**src/rtl/demux1to32_seq.sv**
```systemverilog
// Sequential 1-to-WIDTH bit demultiplexer: assembles a word from serial bits written either
// at an addressed index or at an auto-incrementing pointer, pulsing word_valid on completion.
module demux1to32_seq #(
  parameter int unsigned WIDTH = 32,
  parameter int unsigned SEL_W = 5
) (
  input  logic             clk,
  input  logic             rst,
  input  logic             start,
  input  logic             D,
  input  logic [SEL_W-1:0] S,
  input  logic             we,
  input  logic             auto_inc,
  output logic [WIDTH-1:0] O,
  output logic [WIDTH-1:0] filled,
  output logic [SEL_W-1:0] ptr,
  output logic             busy,
  output logic             word_valid
);

  typedef enum logic [1:0] {StIdle, StFill, StDone} state_e;

  state_e             state_q, state_d;
  logic [WIDTH-1:0]   word_q, word_d;
  logic [WIDTH-1:0]   mask_q, mask_d;
  logic [SEL_W-1:0]   ptr_q, ptr_d;
  logic               valid_q, valid_d;
  logic [SEL_W-1:0]   idx;

  always_comb begin
    state_d = state_q;
    word_d  = word_q;
    mask_d  = mask_q;
    ptr_d   = ptr_q;
    valid_d = 1'b0;
    idx     = auto_inc ? ptr_q : S;

    unique case (state_q)
      StIdle, StDone: begin
        if (start) begin
          state_d = StFill;
          word_d  = '0;
          mask_d  = '0;
          ptr_d   = '0;
        end
      end
      StFill: begin
        // start overrides a coincident write and aborts the word in progress
        if (start) begin
          word_d = '0;
          mask_d = '0;
          ptr_d  = '0;
        end else if (we) begin
          word_d[idx] = D;
          mask_d[idx] = 1'b1;
          if (auto_inc) ptr_d = ptr_q + 1'b1;
          if (&mask_d) begin
            state_d = StDone;
            valid_d = 1'b1;
          end
        end
      end
      default: state_d = StIdle;
    endcase
  end

  always_ff @(posedge clk or posedge rst) begin
    if (rst) begin
      state_q <= StIdle;
      word_q  <= '0;
      mask_q  <= '0;
      ptr_q   <= '0;
      valid_q <= 1'b0;
    end else begin
      state_q <= state_d;
      word_q  <= word_d;
      mask_q  <= mask_d;
      ptr_q   <= ptr_d;
      valid_q <= valid_d;
    end
  end

  assign O          = word_q;
  assign filled     = mask_q;
  assign ptr        = ptr_q;
  assign busy       = (state_q == StFill);
  assign word_valid = valid_q;

endmodule

```
**config.mk**
```make
export PLATFORM = sky130hd
export DESIGN_NAME = demux1to32_seq
export DESIGN_NICKNAME = d
export VERILOG_FILES = /design/src/rtl/demux1to32_seq.sv
export SDC_FILE = /design/constraint.sdc
export NUM_CORES = 1
export LEC_CHECK = 0
export CORE_ASPECT_RATIO = 1.25
export CORE_MARGIN = 2
export CORE_UTILIZATION = 25
export CTS_CLUSTER_SIZE = 25
export DETAILED_ROUTE_END_ITERATION = 8
export SLEW_MARGIN = 5
export SYNTH_ARGS = -nofsm -noshare
export SYNTH_HDL_FRONTEND = slang
export SYNTH_SLANG_ARGS = --single-unit
```
**constraint.sdc**
```tcl
create_clock -name clk -period 4.7 [get_ports clk]
set_input_delay 0.94 -clock clk [delete_from_list [all_inputs] [get_ports clk]]
set_output_delay 0.94 -clock clk [all_outputs]
set_load 0.01 [all_outputs]
```
Word-level counts from Yosys, hierarchy flattened --
Cells that the tools add are included.
Word-level totals: memory bits (read-only) 0, bits of input ports 11, memories kept 0, latch bits 0, bits in writable memories 0, output and inout bits 71, register bits 72
Operators by class: bitwise operators 1, add/sub/neg operators 1, reduce and logical (&&, ||, !) cells 8, $mul 0, magnitude comparators 2, shifts and indexed selects 0, eq/ne operators 8, divide/modulo/power cells 0, muxes and demuxes 25
Operator list (count):
- $mux 32 | 5
- $pmux 32 s2 | 2
- $bwmux 32 | 1
- $or 32x32->32 | 1
- $reduce_and 32->1 | 1
- $mux 5 | 5
- $pmux 5 s2 | 1
- $mux 2 | 4
- $reduce_and 4->1 | 2
- $lt 5x6->1 const B | 1
- $ne 2x2->1 const B | 3
- $ne 3x3->1 const B | 2
- $add 5x1->5 const B | 1
- $demux 1 s5 | 1
- $ge 5x1->1 const B | 1
- $mux 1 | 5
- $pmux 2 s2 | 1
- $reduce_and 3->1 | 1
- $eq 2x1->1 const B | 1
- $eq 2x2->1 const B | 1
- $logic_not 2->1 | 1
- $ne 2x1->1 const B | 1
- $reduce_bool 2->1 | 1
- $reduce_or 2->1 | 1
- $logic_and 1x1->1 | 1

Longest topological paths before layout --
depth after elaboration 11, gate-level depth with buffers 9

Worst setup path before layout --
Ideal clock, no wire load.
path type input to register, from input auto_inc, to register state_q[0], buffers on the path 1, stages on the path 7, setup slack 2.011 ns, data required time 4.571 ns, setup time 0.129 ns, arrival time 2.560 ns, path through buf_6 -> or3b_4 -> a22oi_4 -> o22ai_1 -> nor4_2 -> nand4_1 -> o41a_1
Between the ends: cells in the longest elaborated chain, start to end 9, elaborated cells between the ends (all ways) 10
RTL lines:
- start: declaration | line 13 | input logic auto_inc,
- $mux 5 * | line 36 | idx = auto_inc ? ptr_q : S;
- $lt 5x6->1 (not written as such) or $ge 5x1->1 (tied branches) | line 55 | mask_d[idx] = 1'b1;
- $logic_and 1x1->1 (not written as such) | line 55
- $mux 1 (not written as such) | line 55
- $demux 1 s5 * | line 55
- $or 32x32->32 (no source line) *
- $reduce_and 32->1 * | line 57 | if (&mask_d) begin
- $ne 2x1->1 (no source line) *
- $reduce_and 4->1 (no source line) *
- end signal: assignment | line 69 | state_q <= StIdle;
- end signal: assignment | line 75 | state_q <= state_d;
- end: declaration | line 23 | state_e state_q, state_d;
Mark *: on every way between the ends. The rest lies on a longest branch, timed or not. A chain may end at the register's enable or synchronous reset.

Worst setup path in the final report --
Same ends and word-level chain as after synthesis.

==> flow_summary.yaml <==
outcome:
  status: "finished, final reports clean"
drt:
  vias: 3716
  drt-initial-drc-count: 255
  routed_wl_um: 13100
  via_per_inst: 5.53
  ant_nets: 0
  dr.pass1.iters: 5
  wl_per_cell_um: 19.6
  drc: 0
setup_path:
  cp-start-kind: "input port"
  arrival_ps: 3840
  critical_path_class: "input port to flop"
  worstPathRequired_ps: 4910
  crit_fanout: 19
  end_kind: "flop"
floorplan:
  core_um2: 15000
  die-area_um2: 16300
  die_w_um: 115
  rows: 50
  start_util_pct: 25.6
  io_pins: 82
  die_h_um: 142
global_routing:
  met2_usage_pct: 27.0
  grt_max_degree: 40
  grt_use_met3_pct: 3.32
  antenna_found_initial: 0
  grt-busiest-layer: "met2"
  grt_pass1_vias: 3709
  grt_pass1_wl_um: 20800
  grt.overflow.total: 0
  met1_usage_pct: 20.9
  grtUsageTotal_pct: 16.4
placement:
  gp_congestion: 0.918
  numPortBuffers: 81
  hpwlAfterDp_um: 9410
  place_ws_ps: 748
clock_tree:
  clock-sinks: 72
  cts-htree-levels: 3
  cts_setup_buffers: 0
  cts_resized: 0
  clkLatencyLatePin_ps: 340
  cts_buffers: 9
  cts_buffer_depth: 2
  cts-root-buf: "clkbuf_16"
  clkTransAtPathRegs_ps: 60
  hold_buffers: 0
  tritoncts: "yes"
sta:
  fin_ws_ps: 1070
  max_freq_mhz: 276
  setup_violations: 0
  slew_headroom_pct: 27.7
  tightestPinTransition_ps: 1080
  tns_ps: 0
  hold_viol: 0
  fin_skew_ps: 5.78
  rsz0062_at_grt: "false"
  slew_viol_final: 0
  min_period_over_period_pct: 77.2
  fin_crit_ps: 3630
synthesis:
  ys_ff_latch: 72
  ys_warn_count: 0
  netlist_instances: 413
  ys_types: 48
  synth_area_um2: 3820
  seq_area_frac_synth_pct: 47.1
  synthFlopType: "dfrtp_1"
  syn_avg_cell_area_um2: 9.26
  async_flop_share_pct: 100
  synth_fp_nets: 425
  synth-edff-count: 0
worst_hold_path:
  min_path_type: "flop to flop"
flow_run:
  maxCapViolations: 0
layout:
  antennaDiodeCount: 0
  multi_input_area_um2: 1880
  area_delta_synth_final_pct: 34.9
  drive_gt1_share_pct: 10.4
  num-fill-cells: 1505
  ff_latch_area_um2: 1800
  fin_nets: 497
power_and_ir_drop:
  powerDensity_nw_per_um2: 325
  p_leak_nw: 2.13
  ir_drop_uv: 159
==> routing by layer <==
metal	up-vias	wire length [um]
li1	1695	-
met1	1806	5540
met2	178	6350
met3	37	787
met4	0	464
met5	-	0
==> worst max-delay path, stage by stage <==
cell             delay (ps)
clkdlybuf4s50_1         740
or4b_1                  690
nand2_1                 390
a31oi_1                 200
nor4_2                  320
nand4_1                 160
o41a_1                  400
==> final cells by class <==
class	count	share of cell area [%]
tap	182	4.41
multi-input combinational	305	36.5
inverter	5	0.364
clock inverter	6	2.09
clock buffer	10	4.44
sequential	72	34.9
timing repair buffer	92	17.3
==> kinds of logic after synthesis <==
family	after synthesis	share of synthesized area, %
simple gates	148	21.7
buf+inv	36	4.06
mux	1	0.262
flops	72	47.1
fa+ha+maj	1	0.327
compound gates	155	26.5
==> synth_stat cells (all sizes together) (2+ instances only) <==
cell type  number  share of area (%)
o22ai          10                1.6
nand2b          2               0.33
a22oi          14                4.4
nand4bb         6                1.8
a21oi          53                6.9
nand2          28                2.8
nand4           3               0.65
or4b            3               0.88
o21ai          36                4.7
and3b           2               0.46
o2bb2ai         2               0.46
nand4b          4               0.92
clkbuf         24                2.4
nor4           12                2.3
nor2           47                4.6
inv             5               0.49
a31oi          16                2.6
nand3b          4               0.88
buf             7                1.2
nand3          22                3.0
nor2b           2               0.33
a32o            2               0.52
or3b            3               0.88
a22o           18                4.1
nor3            3               0.39
and2            2               0.33
dfrtp          72                 47
==> registers in the layout, indices dropped and copies added, names as in the netlist <==
| register | cells |
|---|---|
| O | 32 |
| filled | 32 |
| ptr | 5 |
| state_q | 2 |
| word_valid | 1 |
==> report_power, final <==
group	switching [mW]	internal, mW	leakage (nW)
clock network	0.261	0.516	0.162
logic	0.141	0.0887	0.976
registers	0.0327	0.639	0.993
==> through the flow <==
stage / cell area (um^2) / cells / hold WS [ps] / power (mW) / utilization, %
6_report: 5160 / 672 / 497 / 1.68 / 34.5
5_1_grt: 5160 / 672 / 523 / 1.74 / 34.5
4_1_cts: 5160 / 672 / 502 / 1.69 / 34.5
3_5_place_dp: 4820 / 656 / 489 / 0.910 / 32.3
3_3_place_gp: 4820 / 656 / 486 / 0.906 / 32.3
2_1_floorplan: 3820 / 413 / 533 / 0.808 / -
==> final timing paths <==
path	startpoint	endpoint	slack, ps	cells past startpoint
min in group asynchronous	rst	O[19]	1090	2
worst min-delay path	O[19]	O[19]	500	2
worst max register to register	ptr[2]	state_q[0]	2120	6
worst max-delay path	auto_inc	state_q[0]	1070	7
max in group asynchronous	rst	O[14]	2660	3
worst min register to register	O[19]	O[19]	500	2
==> placed cells by master, fill, tap and decap left out, drive strengths merged, types with 4 or more instances in the layout <==
| master | n |
|---|---|
| nor4 | 12 |
| clkdlybuf4s50 | 81 |
| nor2 | 47 |
| nand4bb | 6 |
| buf | 11 |
| nand4b | 4 |
| nand3 | 22 |
| o22ai | 10 |
| inv | 5 |
| a22o | 18 |
| a21oi | 53 |
| clkbuf | 10 |
| nand2 | 28 |
| nand3b | 4 |
| a22oi | 14 |
| a31oi | 16 |
| o21ai | 36 |
| dfrtp | 72 |
Power figures use the tool's default switching activity.
